===== src/rtl/gray_monitor_pkg.sv =====
// Shared coding definitions for the Gray-code counter subsystem: monitor FSM
// state values, the default code width and the Gray-to-binary conversion, so
// the upstream counter and its monitor agree on coding.
package gray_monitor_pkg;

    // Default Gray/binary code width, matching the upstream counter.
    localparam int GRAY_W = 3;

    // Widest code the conversion helper supports.
    localparam int G2B_MAXW = 32;

    // Monitor FSM states. Code 2'd3 is never entered and recovers to IDLE.
    typedef enum logic [1:0] {
        IDLE  = 2'd0,
        TRACK = 2'd1,
        FAULT = 2'd2
    } state_t;

    // Gray-to-binary: the MSB passes straight through and every lower binary
    // bit is the XOR of the binary bit above it and its own Gray bit.
    // Narrower codes are zero-extended by the caller. Zero upper Gray bits
    // give zero upper binary bits, so the low bits come out unchanged.
    function automatic logic [G2B_MAXW-1:0] g2b(input logic [G2B_MAXW-1:0] g);
        logic [G2B_MAXW-1:0] b;
        b = '0;
        b[G2B_MAXW-1] = g[G2B_MAXW-1];
        for (int i = G2B_MAXW - 2; i >= 0; i--) begin
            b[i] = b[i+1] ^ g[i];
        end
        return b;
    endfunction

endpackage


===== src/rtl/gray_monitor_gray_to_bin.sv =====
// Purely combinational W-bit Gray-to-binary converter built on the shared
// package function, so every user of the code sees the same mapping.
module gray_to_bin
    import gray_monitor_pkg::*;
#(
    parameter int W = GRAY_W
) (
    input  logic [W-1:0] gray_i,
    output logic [W-1:0] bin_o
);

    logic [G2B_MAXW-1:0] gray_ext;

    // Zero-extend the code to the helper's width before converting.
    // NOTE: every signal written in an always_comb gets a default first, so no
    // path through the block can leave it unassigned and infer a latch.
    always_comb begin
        gray_ext         = '0;
        gray_ext[W-1:0]  = gray_i;
    end

    assign bin_o = W'(g2b(gray_ext));

endmodule


===== src/rtl/gray_monitor.sv =====
// Gray-code step monitor. Samples the upstream Gray code when qualified,
// registers its binary value, checks that each step is a hold or a +1 (with
// wrap), counts completed laps and latches a sticky fault on an illegal step.
module gray_monitor
    import gray_monitor_pkg::*;
#(
    parameter int W    = GRAY_W,
    parameter int LAPW = 8
) (
    input  logic            Clk,
    input  logic            Reset,
    input  logic            Clear,
    input  logic            Sample,
    input  logic [W-1:0]    Gray,
    output logic [W-1:0]    Bin,
    output logic            Wrap,
    output logic [LAPW-1:0] Lap_count,
    output logic            Step_err,
    output logic            Err_sticky,
    output logic            Tracking
);

    state_t          state_q,      state_d;
    logic [W-1:0]    bin_q,        bin_d;
    logic            wrap_q,       wrap_d;
    logic [LAPW-1:0] lap_q,        lap_d;
    logic            step_err_q,   step_err_d;
    logic            err_sticky_q, err_sticky_d;

    logic [W-1:0]    nb;
    logic [W-1:0]    delta;
    logic            step_hold;
    logic            step_inc;
    logic            step_wrap;
    logic            lap_at_max;

    // Binary value of the code presented this cycle.
    gray_to_bin #(
        .W (W)
    ) u_gray_to_bin (
        .gray_i (Gray),
        .bin_o  (nb)
    );

    // Step classification against the last accepted value. The subtraction
    // wraps modulo 2^W, so 7 -> 0 is a +1 step just like 3 -> 4.
    assign delta      = nb - bin_q;
    assign step_hold  = (delta == '0);
    assign step_inc   = (delta == W'(1));
    assign step_wrap  = step_inc && (bin_q == {W{1'b1}}) && (nb == '0);
    assign lap_at_max = (lap_q == {LAPW{1'b1}});

    // State register; Reset is synchronous and beats every other input.
    // NOTE: sequential state is written with non-blocking assignments so all
    // registers update together from the values sampled at the same edge.
    always_ff @(posedge Clk) begin
        if (Reset) begin
            state_q <= IDLE;
        end else begin
            state_q <= state_d;
        end
    end

    // Next-state logic: Clear returns to IDLE and discards any Sample.
    always_comb begin
        state_d = state_q;
        if (Clear) begin
            state_d = IDLE;
        end else begin
            case (state_q)
                IDLE: begin
                    if (Sample) begin
                        state_d = TRACK;
                    end
                end
                TRACK: begin
                    if (Sample && !step_hold && !step_inc) begin
                        state_d = FAULT;
                    end
                end
                FAULT: begin
                    // Held here until Clear.
                    state_d = FAULT;
                end
                default: begin
                    state_d = IDLE;
                end
            endcase
        end
    end

    // Output logic: next values for the registered outputs. Wrap and
    // Step_err are pulses and fall back to 0 unless set this cycle.
    always_comb begin
        bin_d        = bin_q;
        wrap_d       = 1'b0;
        lap_d        = lap_q;
        step_err_d   = 1'b0;
        err_sticky_d = err_sticky_q;
        if (Clear) begin
            err_sticky_d = 1'b0;
        end else if (Sample) begin
            case (state_q)
                IDLE: begin
                    // First sample seeds the reference; nothing to check yet.
                    bin_d = nb;
                end
                TRACK: begin
                    if (step_hold) begin
                        bin_d = bin_q;
                    end else if (step_inc) begin
                        bin_d = nb;
                        if (step_wrap) begin
                            wrap_d = 1'b1;
                            if (!lap_at_max) begin
                                lap_d = lap_q + LAPW'(1);
                            end
                        end
                    end else begin
                        bin_d        = nb;
                        step_err_d   = 1'b1;
                        err_sticky_d = 1'b1;
                    end
                end
                FAULT: begin
                    // Keep following the code, but stop judging it.
                    bin_d = nb;
                end
                default: begin
                    bin_d = bin_q;
                end
            endcase
        end
    end

    // Output registers, synchronously reset to zero.
    always_ff @(posedge Clk) begin
        if (Reset) begin
            bin_q        <= '0;
            wrap_q       <= 1'b0;
            lap_q        <= '0;
            step_err_q   <= 1'b0;
            err_sticky_q <= 1'b0;
        end else begin
            bin_q        <= bin_d;
            wrap_q       <= wrap_d;
            lap_q        <= lap_d;
            step_err_q   <= step_err_d;
            err_sticky_q <= err_sticky_d;
        end
    end

    assign Bin        = bin_q;
    assign Wrap       = wrap_q;
    assign Lap_count  = lap_q;
    assign Step_err   = step_err_q;
    assign Err_sticky = err_sticky_q;
    assign Tracking   = (state_q == TRACK);

endmodule


===== config.mk =====
export PLATFORM = sky130hd
export DESIGN_NAME = gray_monitor
export DESIGN_NICKNAME = d
export VERILOG_FILES = /design/src/rtl/gray_monitor_pkg.sv /design/src/rtl/gray_monitor_gray_to_bin.sv /design/src/rtl/gray_monitor.sv
export SDC_FILE = /design/constraint.sdc
export NUM_CORES = 1
export LEC_CHECK = 0
export CAP_MARGIN = 0
export CELL_PAD_IN_SITES_DETAIL_PLACEMENT = 0
export CELL_PAD_IN_SITES_GLOBAL_PLACEMENT = 2
export CORE_MARGIN = 8
export CORE_UTILIZATION = 28
export DETAILED_ROUTE_END_ITERATION = 8
export GPL_TIMING_DRIVEN = 0
export PLACE_DENSITY = 0.81
export SLEW_MARGIN = 0
export SYNTH_ARGS = -nofsm -noshare
export SYNTH_HDL_FRONTEND = slang
export SYNTH_SLANG_ARGS = --single-unit

===== constraint.sdc =====
create_clock -name Clk -period 4.25 [get_ports Clk]
set_input_delay 0.6375 -clock Clk [delete_from_list [all_inputs] [get_ports Clk]]
set_output_delay 0.6375 -clock Clk [all_outputs]
set_load 0.005 [all_outputs]

==> impl_results.md, run 1 <==
* Kind of critical path: input pin to flop
* Area growth syn-to-layout at 33.62%
* Antenna violations before repair at 0
* Vias per inst at 4.880
* Instance count of the mapped netlist at 98
* Pwr Density at 243.8 mW/mm^2
* Fin nets at 139
* Final ANT Viol Nets at 0
* Clk root buf: clkbuf_4
* GPL Wtd Cong at 0.7382
* CTS tree: yes
* Min-Delay Path Class: flop to flop
* Multi-input gate area at 506.7 um^2
* FP Rows at 20
* Seq/Total Area, Yosys at 0.3647
* Clock transition at the registers of the reported paths at 100 ps
* Adder-cell share of the synthesized area at 0.1225
* # clock sinks at 16
* Layout fillers at 326
* Max_slew headroom at 0.5854
* Final slew viol count at 0
* Syn_area_per_cell at 8.963 um^2
* Router iterations before antenna repair at 4
* Starting Density at 0.2901
* Critical Path Start Type: input pin
* First-pass GRT wire length at 3684 um
* Status: finished clean
* Syn Nets at 113
* Die Area at 0.005185 mm^2
* Final setup fails at 0
* Total GRT Usage at 0.08758
* Post-route clock period utilization at 0.9557
* Clk_lat worst skew at 290 ps
* Max Root-Sink Buffers at 2
* Vias at 810
* Avg WL per Cell at 12.84 um
* Final hold violation count at 0
* Detailed Route Iter0 Violations at 53
* Critical Path RT at 4420 ps
* Top-level I/O count at 22
* Setup crit end kind: flop
* Worst vdd ir at 0.00008272 V
* Number of synthesized flops with an enable pin at 0
* Die Height at 72.01 um
* Top_reg_cell synth: dfxtp_1
* Async S/R FF share, synth at 0
* Width of the chip at 72.01 um
* # hold bufs at CTS at 0
* Routed WL at 2132 um
* Layout cells sized above 1 at 0.06557
* Post-layout power at 0.2862 mW
* H-tree levels at 1
* Compound-cell area share of the yosys netlist at 0.1595
* Yosys reg bits at 16
* Vias in the first global route at 823
* Pin count of the biggest net entering global routing at 11
* WP data arrival at 4230 ps
* Synth Area in Simple Gates at 0.2051
* Minimum clock period at 4062 ps
* Number of diodes at 0
* Crit-path max FO at 10
* Fmax at 0.2462 GHz
* Largest family of logic cells by synthesized area: simple AND/OR/NAND/NOR gates
* Num CTS Buffers at 3
* GR Overflow Total at 0
* IO Port Bufs at 20
* Remaining DRCs at 0
* Netlist cell types at 31
* Detailed Place HPWL at 1620 um
* Core area at 0.003028 mm^2
* Mux cell area share after synthesis at 0.04558
* Ys Warns at 0
* Post-route clock skew at 4.600 ps
* MaxCap Viol Count at 0
* XOR/XNOR share of the synthesized area at 0.03561
* Leak Pwr at 0.4274 nW
* Mapped cell area at 878.3 um^2
* Seq. cell area at 320.3 um^2
* WHS at 471.8 ps
* Slew @ Worst Pin at 616.7 ps
* RSZ-0062 raised after global routing: no
## state kept, by name (all words and copies together) (netlist names)
register,flops
state_q,2
Bin,3
Step_err,1
Wrap,1
Err_sticky,1
Lap_count,8
## worst max-delay path, cell delays in order
cell and delay [ps]:
clkdlybuf4s50_1 510, xor2_2 180, inv_1 60, ha_1 290, inv_1 40, ha_1 170, inv_1 60, fa_1 460
or4b_1 550, or4_1 460, buf_2 170, buf_2 200, o41ai_1 350, a21oi_1 90
## cells by family (layout without fill, tap and decap cells)
group / count (synthesis) / in the layout
AO/OA/AOI/OAI: 21 / 21
XOR/XNOR: 2 / 2
adder cells (fa/ha/maj): 8 / 8
flip-flops: 16 / 16
multiplexers: 4 / 4
AND/OR/NAND/NOR: 32 / 32
buffers and inverters: 15 / 39
## routing by layer
metal,up-vias,share of wire,track usage
met5,-,0,0
met4,0,0.020,0.04989
met3,5,0.059,0.03168
met2,16,0.47,0.1427
met1,385,0.45,0.09615
li1,404,-,-
## worst paths after layout
| check | cells after the start | to | from | slack, ps |
|---|---|---|---|---|
| max | 14 | Lap_count[7] | Gray[1] | 190 |
| min | 1 | Err_sticky | Err_sticky | 470 |
| max reg2reg | 9 | Lap_count[7] | Bin[0] | 1200 |
| min reg2reg | 1 | Err_sticky | Err_sticky | 470 |
## per-stage QoR
stage	std cells	setup slack [ps]	util	setup TNS [ps]	cell area (um^2)
finish	166	188.2	0.3876	0	1174
floorplan	98	502.5	-	0	878.3
detailed placement	162	-366.3	0.3744	-2120	1134
global placement	162	-382.5	0.3744	-2193	1134
global route	166	10.05	0.3876	0	1174
CTS	166	66.64	0.3868	0	1171
## cell type report
cell class,count,share of cell area
Clock buffer,3,0.01919
Inverter,10,0.03198
Timing Repair Buffer,21,0.1791
Tap cell,44,0.04691
Buffer,5,0.01812
Multi-Input combinational cell,67,0.4318
Sequential cell,16,0.2729
## what timing repair did
action                                  in CTS  in global routing
pin swaps                                    1                  0
resized for setup                            1                  1
endpoints found under the setup margin       5                  5
buffers inserted                             1                  0
## cell usage in the layout (no fill, tap or decap), types with 2 or more instances in the layout
master            n
clkbuf_4          3
mux2i_1           4
nand3_1           4
a21oi_1           7
dfxtp_1          16
nor3_1            2
nand2_1           4
o31ai_1           5
o41ai_1           3
o21ai_0           2
inv_1            10
clkbuf_1          2
clkdlybuf4s50_1  19
buf_2             2
nor2_1            8
or4_1             6
ha_1              7
## Yosys cell counts, types with 2 or more instances
library cell | number | share of area
dfxtp_1 | 16 | 0.36
inv_1 | 10 | 0.043
nor2_1 | 8 | 0.034
a21oi_1 | 7 | 0.040
ha_1 | 7 | 0.10
or4_1 | 6 | 0.051
o31ai_1 | 5 | 0.043
mux2i_1 | 4 | 0.046
nand2_1 | 4 | 0.017
nand3_1 | 4 | 0.023
o41ai_1 | 3 | 0.030
buf_2 | 2 | 0.011
clkbuf_1 | 2 | 0.0086
nor3_1 | 2 | 0.011
o21ai_0 | 2 | 0.011
## power breakdown
group | internal, mW | switching (mW) | total, mW
registers | 0.153 | 0.00284 | 0.156
clock network | 0.0330 | 0.0495 | 0.0825
logic | 0.0245 | 0.0234 | 0.0479
total | 0.210 | 0.0757 | 0.286
Power figures use the tool's default switching activity.
==> run 2, diff against run 1 <==
ABC_AREA = 1   (was default)
CORE_UTILIZATION = 27   (was 28)
==> run 2 against run 1 <==
Sequential power is essentially flat. Total power grew 25%. Synthesized area grew 16%. Count of clock-buffer cells in the layout grew 1. Critical path type unchanged. Combinational power grew 46%. Clock skew shrank 2.1 ps. Via count grew 11%.
==> impl_results.md, run 2 <==
* Status: finished clean
* Width of the chip at 77.50 um
* Most frequent cells in the layout: nor2_1 (26), nand2_1 (24), inv_1 (23)
* Final ANT Viol Nets at 0
* MaxCap Viol Count at 0
* Kind of critical path: input pin to flop
* Layout cells sized above 1 at 0.1078
* Met3 usage at 0.02880
* Leak Pwr at 0.5795 nW
* Max_slew headroom at 0.7513
* Vias in the first global route at 849
* Top_reg_cell synth: dfxtp_1
* Routed WL at 2185 um
* FP Rows at 22
* M1 GR Usage at 0.08927
* Seq/Total Area, Yosys at 0.3137
* Mapped cell area at 0.001021 mm^2
* Detailed Place HPWL at 1834 um
* Instance count of the mapped netlist at 142
* Max FFs per register at 8
* Post-layout power at 0.3579 mW
* Clk root buf: clkbuf_8
* Multi-input gate area at 603.1 um^2
* Buf+Inv Stages, Crit Path at 5
* Vias at 899
* Ys Warns at 0
* Fin area at 0.001346 mm^2
* Final setup fails at 0
* Critical Path Start Type: input pin
* First-pass GRT wire length at 3677 um
* Crit path max-delay family: adder cells
* Commonest non-fill, non-tap cell in the layout: nor2_1
* Post-synth top cells: nor2_1 (26), nand2_1 (24), inv_1 (23)
* IO Port Bufs at 21
* Post-route clock skew at 2.468 ps
* Total GRT Usage at 0.07394
* Post-route clock period utilization at 0.7399
* WP data arrival at 3280 ps
* Die Height at 77.50 um
* Setup crit end kind: flop
* Detailed Route Iter0 Violations at 18
* Remaining DRCs at 0
* GR peak layer: met2
* Ranking of synthesized cells by area: dfxtp_1 (31%), nor2_1 (9.6%), nand2_1 (8.8%), ha_1 (8.6%), inv_1 (8.5%)
* Min setup slack post-route at 1106 ps
* Sum of negative setup slack at 0 ps
* Area leader, netlist: dfxtp_1
* Area of placed instances at 0.001291 mm^2
* Critical Path RT at 4390 ps
* Layout fillers at 384
* Syn Nets at 157
* Final hold violation count at 0
* Min-Delay Path Class: flop to flop
* Clk_lat worst skew at 240 ps
* GPL Wtd Cong at 0.7668
* # hold bufs at CTS at 0
* Max Root-Sink Buffers at 2
* Number of diodes at 0
* Yosys reg bits at 16
* # resized after CTS at 0
* Top-level I/O count at 22
* Slew @ Worst Pin at 371.7 ps
* Minimum clock period at 3144 ps
* Async S/R FF share, synth at 0
* Pwr Density at 265.8 mW/mm^2
* CP most frequent cell: inv_1
* GR Overflow Total at 0
* Num CTS Buffers at 3
* Core area at 0.003661 mm^2
* Die Area at 0.006005 mm^2
* Final slew viol count at 0
* Starting Density at 0.2789
* Number of synthesized flops with an enable pin at 0
* Setup WS pre-CTS at 821.5 ps
* Top-area cell type share of the netlist area at 0.3137
* Cell at the slowest stage of the critical path: clkdlybuf4s50_1
* Netlist cell types at 20
* Worst vdd ir at 0.0001436 V
* Slowest cell delay on critical path at 510 ps
* Clock transition at the registers of the reported paths at 60 ps
* CP Cell Sequence: clkdlybuf4s50_1, xnor2_1, ha_1, inv_1, ha_1, inv_1, fa_1, inv_1, nand3_4, nand3_2, nand3_4, nor2_4, inv_2, nor2_1, nor2_1
* Fmax at 0.3180 GHz
* Area growth syn-to-layout at 31.86%
* Avg WL per Cell at 10.16 um
* Seq. cell area at 320.3 um^2
* Crit-path max FO at 6
* Postcts setup bufs at 0
* Count leader, synth: nor2_1
* Fin nets at 183
* CTS tree: yes
* # clock sinks at 16
* Met2 GRT Util at 0.1154
* H-tree levels at 1
* Antenna violations before repair at 0
* Router iterations before antenna repair at 2
* RSZ-0062 raised after global routing: no
* Vias per inst at 4.181
* Pin count of the biggest net entering global routing at 10
* Syn_area_per_cell at 7.190 um^2
==> run 2: changes by cell type after synthesis, sizes merged, moves of 2 or more <==
cell,change
o21ai,+4
clkbuf,-2
xnor2,+2
buf,-3
nand3,+10
o41ai,-3
mux2i,-4
or4,-6
o31ai,-5
nor2,+20
nand2,+25
inv,+16
nand4,+2
==> run 2: tightest hold or removal path: stages, from the launching register on <==
cell	delay [ps]
dfxtp_1	320
nand2_1	50
o21ai_0	60
==> run 2: kinds of logic (layout without fill, tap and decap cells) <==
group,Yosys count,count (layout),synth area share
AOI/OAI and AO/OA,13,13,0.06372
xor gates and xnor gates,4,4,0.03432
adders and majority gates,8,8,0.1054
buffers and inverters,26,51,0.09558
DFF,16,16,0.3137
and+or+nand+nor,75,75,0.3872
==> run 2: metal layers <==
layer	vias to the layer above	part of all wire
met5	-	0
met4	0	0.012
met3	4	0.065
met2	17	0.44
met1	388	0.48
li1	490	-
==> run 2: through the flow <==
step	std cells	hold WS [ps]	utilization
floorplan	142	451.7	-
global placement	211	442.3	0.3527
detailed placement	211	459.9	0.3527
CTS	215	474.3	0.3677
global route	215	522.9	0.3677
finish	215	461.0	0.3677
==> run 2: final timing paths <==
check                           startpoint            to  slack, ps  cells past startpoint
worst min-delay path            Err_sticky    Err_sticky        460                      2
worst min register to register  Err_sticky    Err_sticky        460                      2
worst max-delay path               Gray[2]  Lap_count[4]       1110                     15
worst max register to register      Bin[0]  Lap_count[4]       2270                     11
==> run 2: cell type report <==
class	instances	area share
multi-input combinational	100	0.4480
sequential	16	0.2379
timing repair buffer	21	0.1561
inverter	26	0.07249
tap	48	0.04461
clock buffer	4	0.04089
==> run 2: power breakdown <==
group          switching (mW)  total, mW  internal, mW
logic                  0.0409     0.0697        0.0288
registers             0.00344      0.157         0.154
clock network          0.0491      0.131        0.0820
total                  0.0934      0.358         0.264
==> run 3, diff against run 2 <==
clock period = 3 ns   (was 4.25 ns; I/O delays follow)
==> run 3 against run 2 <==
Non-clock buffer count unchanged. Wire length unchanged. Cell count is the same. Sequential power is 42% higher. Utilization grew 0.27 points. Global-route usage is the same. Critical path type unchanged. Largest power group unchanged.
==> impl_results.md, run 3 (synthesis results as in run 2) <==
* Status: finished clean
* Area growth syn-to-layout at 32.84%
* Num CTS Buffers at 3
* GPL Wtd Cong at 0.7668
* Layout fillers at 388
* IO Port Bufs at 21
* RSZ-0062 raised after global routing: no
* Non-filler cells, final at 215
* Width of the chip at 77.50 um
* Pin count of the biggest net entering global routing at 10
* Antenna violations before repair at 0
* Final hold violation count at 0
* Reg-to-reg critical path startpoint: Bin[0]
* R2r endpoint: Lap_count[4]
* Final setup fails at 0
* Post-layout power at 0.5081 mW
* Clk root buf: clkbuf_8
* Reg2reg path depth at 11
* Leak Pwr at 0.5943 nW
* Top-level I/O count at 22
* Remaining DRCs at 0
* Commonest non-fill, non-tap cell in the layout: nor2_1
* Sum of negative setup slack at 0 ps
* GR Overflow Total at 0
* Setup crit end kind: flop
* Min-Delay Path Class: flop to flop
* Minimum clock period at 2742 ps
* CTS tree: yes
* Avg WL per Cell at 10.16 um
* Setup WS pre-CTS at -241.0 ps
* Most frequent cells in the layout: nor2_1 (26), nand2_1 (24), inv_1 (23)
* Max_slew headroom at 0.7513
* Vias per inst at 4.163
* Critical Path RT at 3140 ps
* Core area at 0.003661 mm^2
* Routed WL at 2185 um
* Starting Density at 0.2789
* # clock sinks at 16
* WP data arrival at 2880 ps
* Min setup slack post-route at 257.9 ps
* Clock transition at the registers of the reported paths at 60 ps
* # hold bufs at CTS at 0
* MaxCap Viol Count at 0
* Router iterations before antenna repair at 2
* H-tree levels at 1
* FP Rows at 22
* Final slew viol count at 0
* Total GRT Usage at 0.07394
* Kind of critical path: input pin to flop
* Max Root-Sink Buffers at 2
* Die Height at 77.50 um
* Fmax at 0.3647 GHz
* Clk_lat worst skew at 240 ps
* Hold endpoint: Err_sticky
* Vias at 895
* R2R Setup Slk at 1020 ps
* Layout cells sized above 1 at 0.1138
* Critical Path Start Type: input pin
* Pwr Density at 374.6 mW/mm^2
* Slew @ Worst Pin at 371.7 ps
* Post-route clock skew at 2.468 ps
* Worst vdd ir at 0.0002034 V
* Number of diodes at 0
* Detailed Route Iter0 Violations at 17
* Vias in the first global route at 849
* Die Area at 0.006005 mm^2
* Crit-path max FO at 6
* Final ANT Viol Nets at 0
* Detailed Place HPWL at 1834 um
* Post-Place Cells at 211
* Hold Crit Start: Err_sticky
* First-pass GRT wire length at 3677 um
* Hold path cells at 2
* Post-route clock period utilization at 0.9140
* Max FFs per register at 8
* Fin nets at 183
[run 3: worst max path at each step]
stage | startpoint | endpoint | cells past startpoint
after floorplan | Gray[2] | Lap_count[1] | 14
after global placement | Gray[2] | Lap_count[4] | 15
after detailed placement | Gray[2] | Lap_count[1] | 15
after CTS | Gray[2] | Lap_count[2] | 15
after global routing | Gray[1] | Lap_count[4] | 15
final | Gray[1] | Lap_count[4] | 15
[run 3: cell type report]
type / count / area (um^2) / area share
clock buffers: 4 / 55.05 / 0.04059
flip-flops and latches: 16 / 320.3 / 0.2362
repair buffers: 21 / 212.7 / 0.1568
inverters: 26 / 97.59 / 0.07196
well taps: 48 / 60.06 / 0.04428
multi-input cells: 100 / 610.6 / 0.4502
[run 3: metal layers]
layer / vias to the layer above / GRT usage / wire length, um
met4: 0 / 0.02830 / 26
met1: 384 / 0.08927 / 1054
met5: - / 0 / 0
met3: 4 / 0.02880 / 144
met2: 17 / 0.1154 / 960
li1: 490 / - / -
[run 3: through the flow]
| stage | cell area, um^2 | hold WS, ps | util |
|---|---|---|---|
| 3_3_place_gp | 1291 | 442.3 | 0.3527 |
| 4_1_cts | 1346 | 474.3 | 0.3677 |
| 2_1_floorplan | 1021 | 451.7 | - |
| 3_5_place_dp | 1291 | 459.9 | 0.3527 |
| 6_report | 1356 | 461.0 | 0.3705 |
| 5_1_grt | 1356 | 522.9 | 0.3705 |
[run 3: worst max-delay path, cell delays in order]
cell and delay [ps]:
clkdlybuf4s50_1 500, xnor2_2 140, ha_1 290, inv_1 60
ha_1 140, inv_1 50, fa_1 410, inv_1 120
nand3_4 110, nand3_2 120, nand3_4 90, nor2_4 180
inv_2 80, nor2_1 90, nor2_1 50
[run 3: repair_timing]
item / in CTS / in global routing
setup buffers: 0 / 0
setup endpoints to repair: 0 / 12
gates resized for setup: 0 / 2
[run 3: power by group]
part | switching (mW) | total [mW] | internal (mW)
Sequential | 0.00487 | 0.223 | 0.218
Clock | 0.0695 | 0.186 | 0.116
Combinational | 0.0583 | 0.0998 | 0.0415
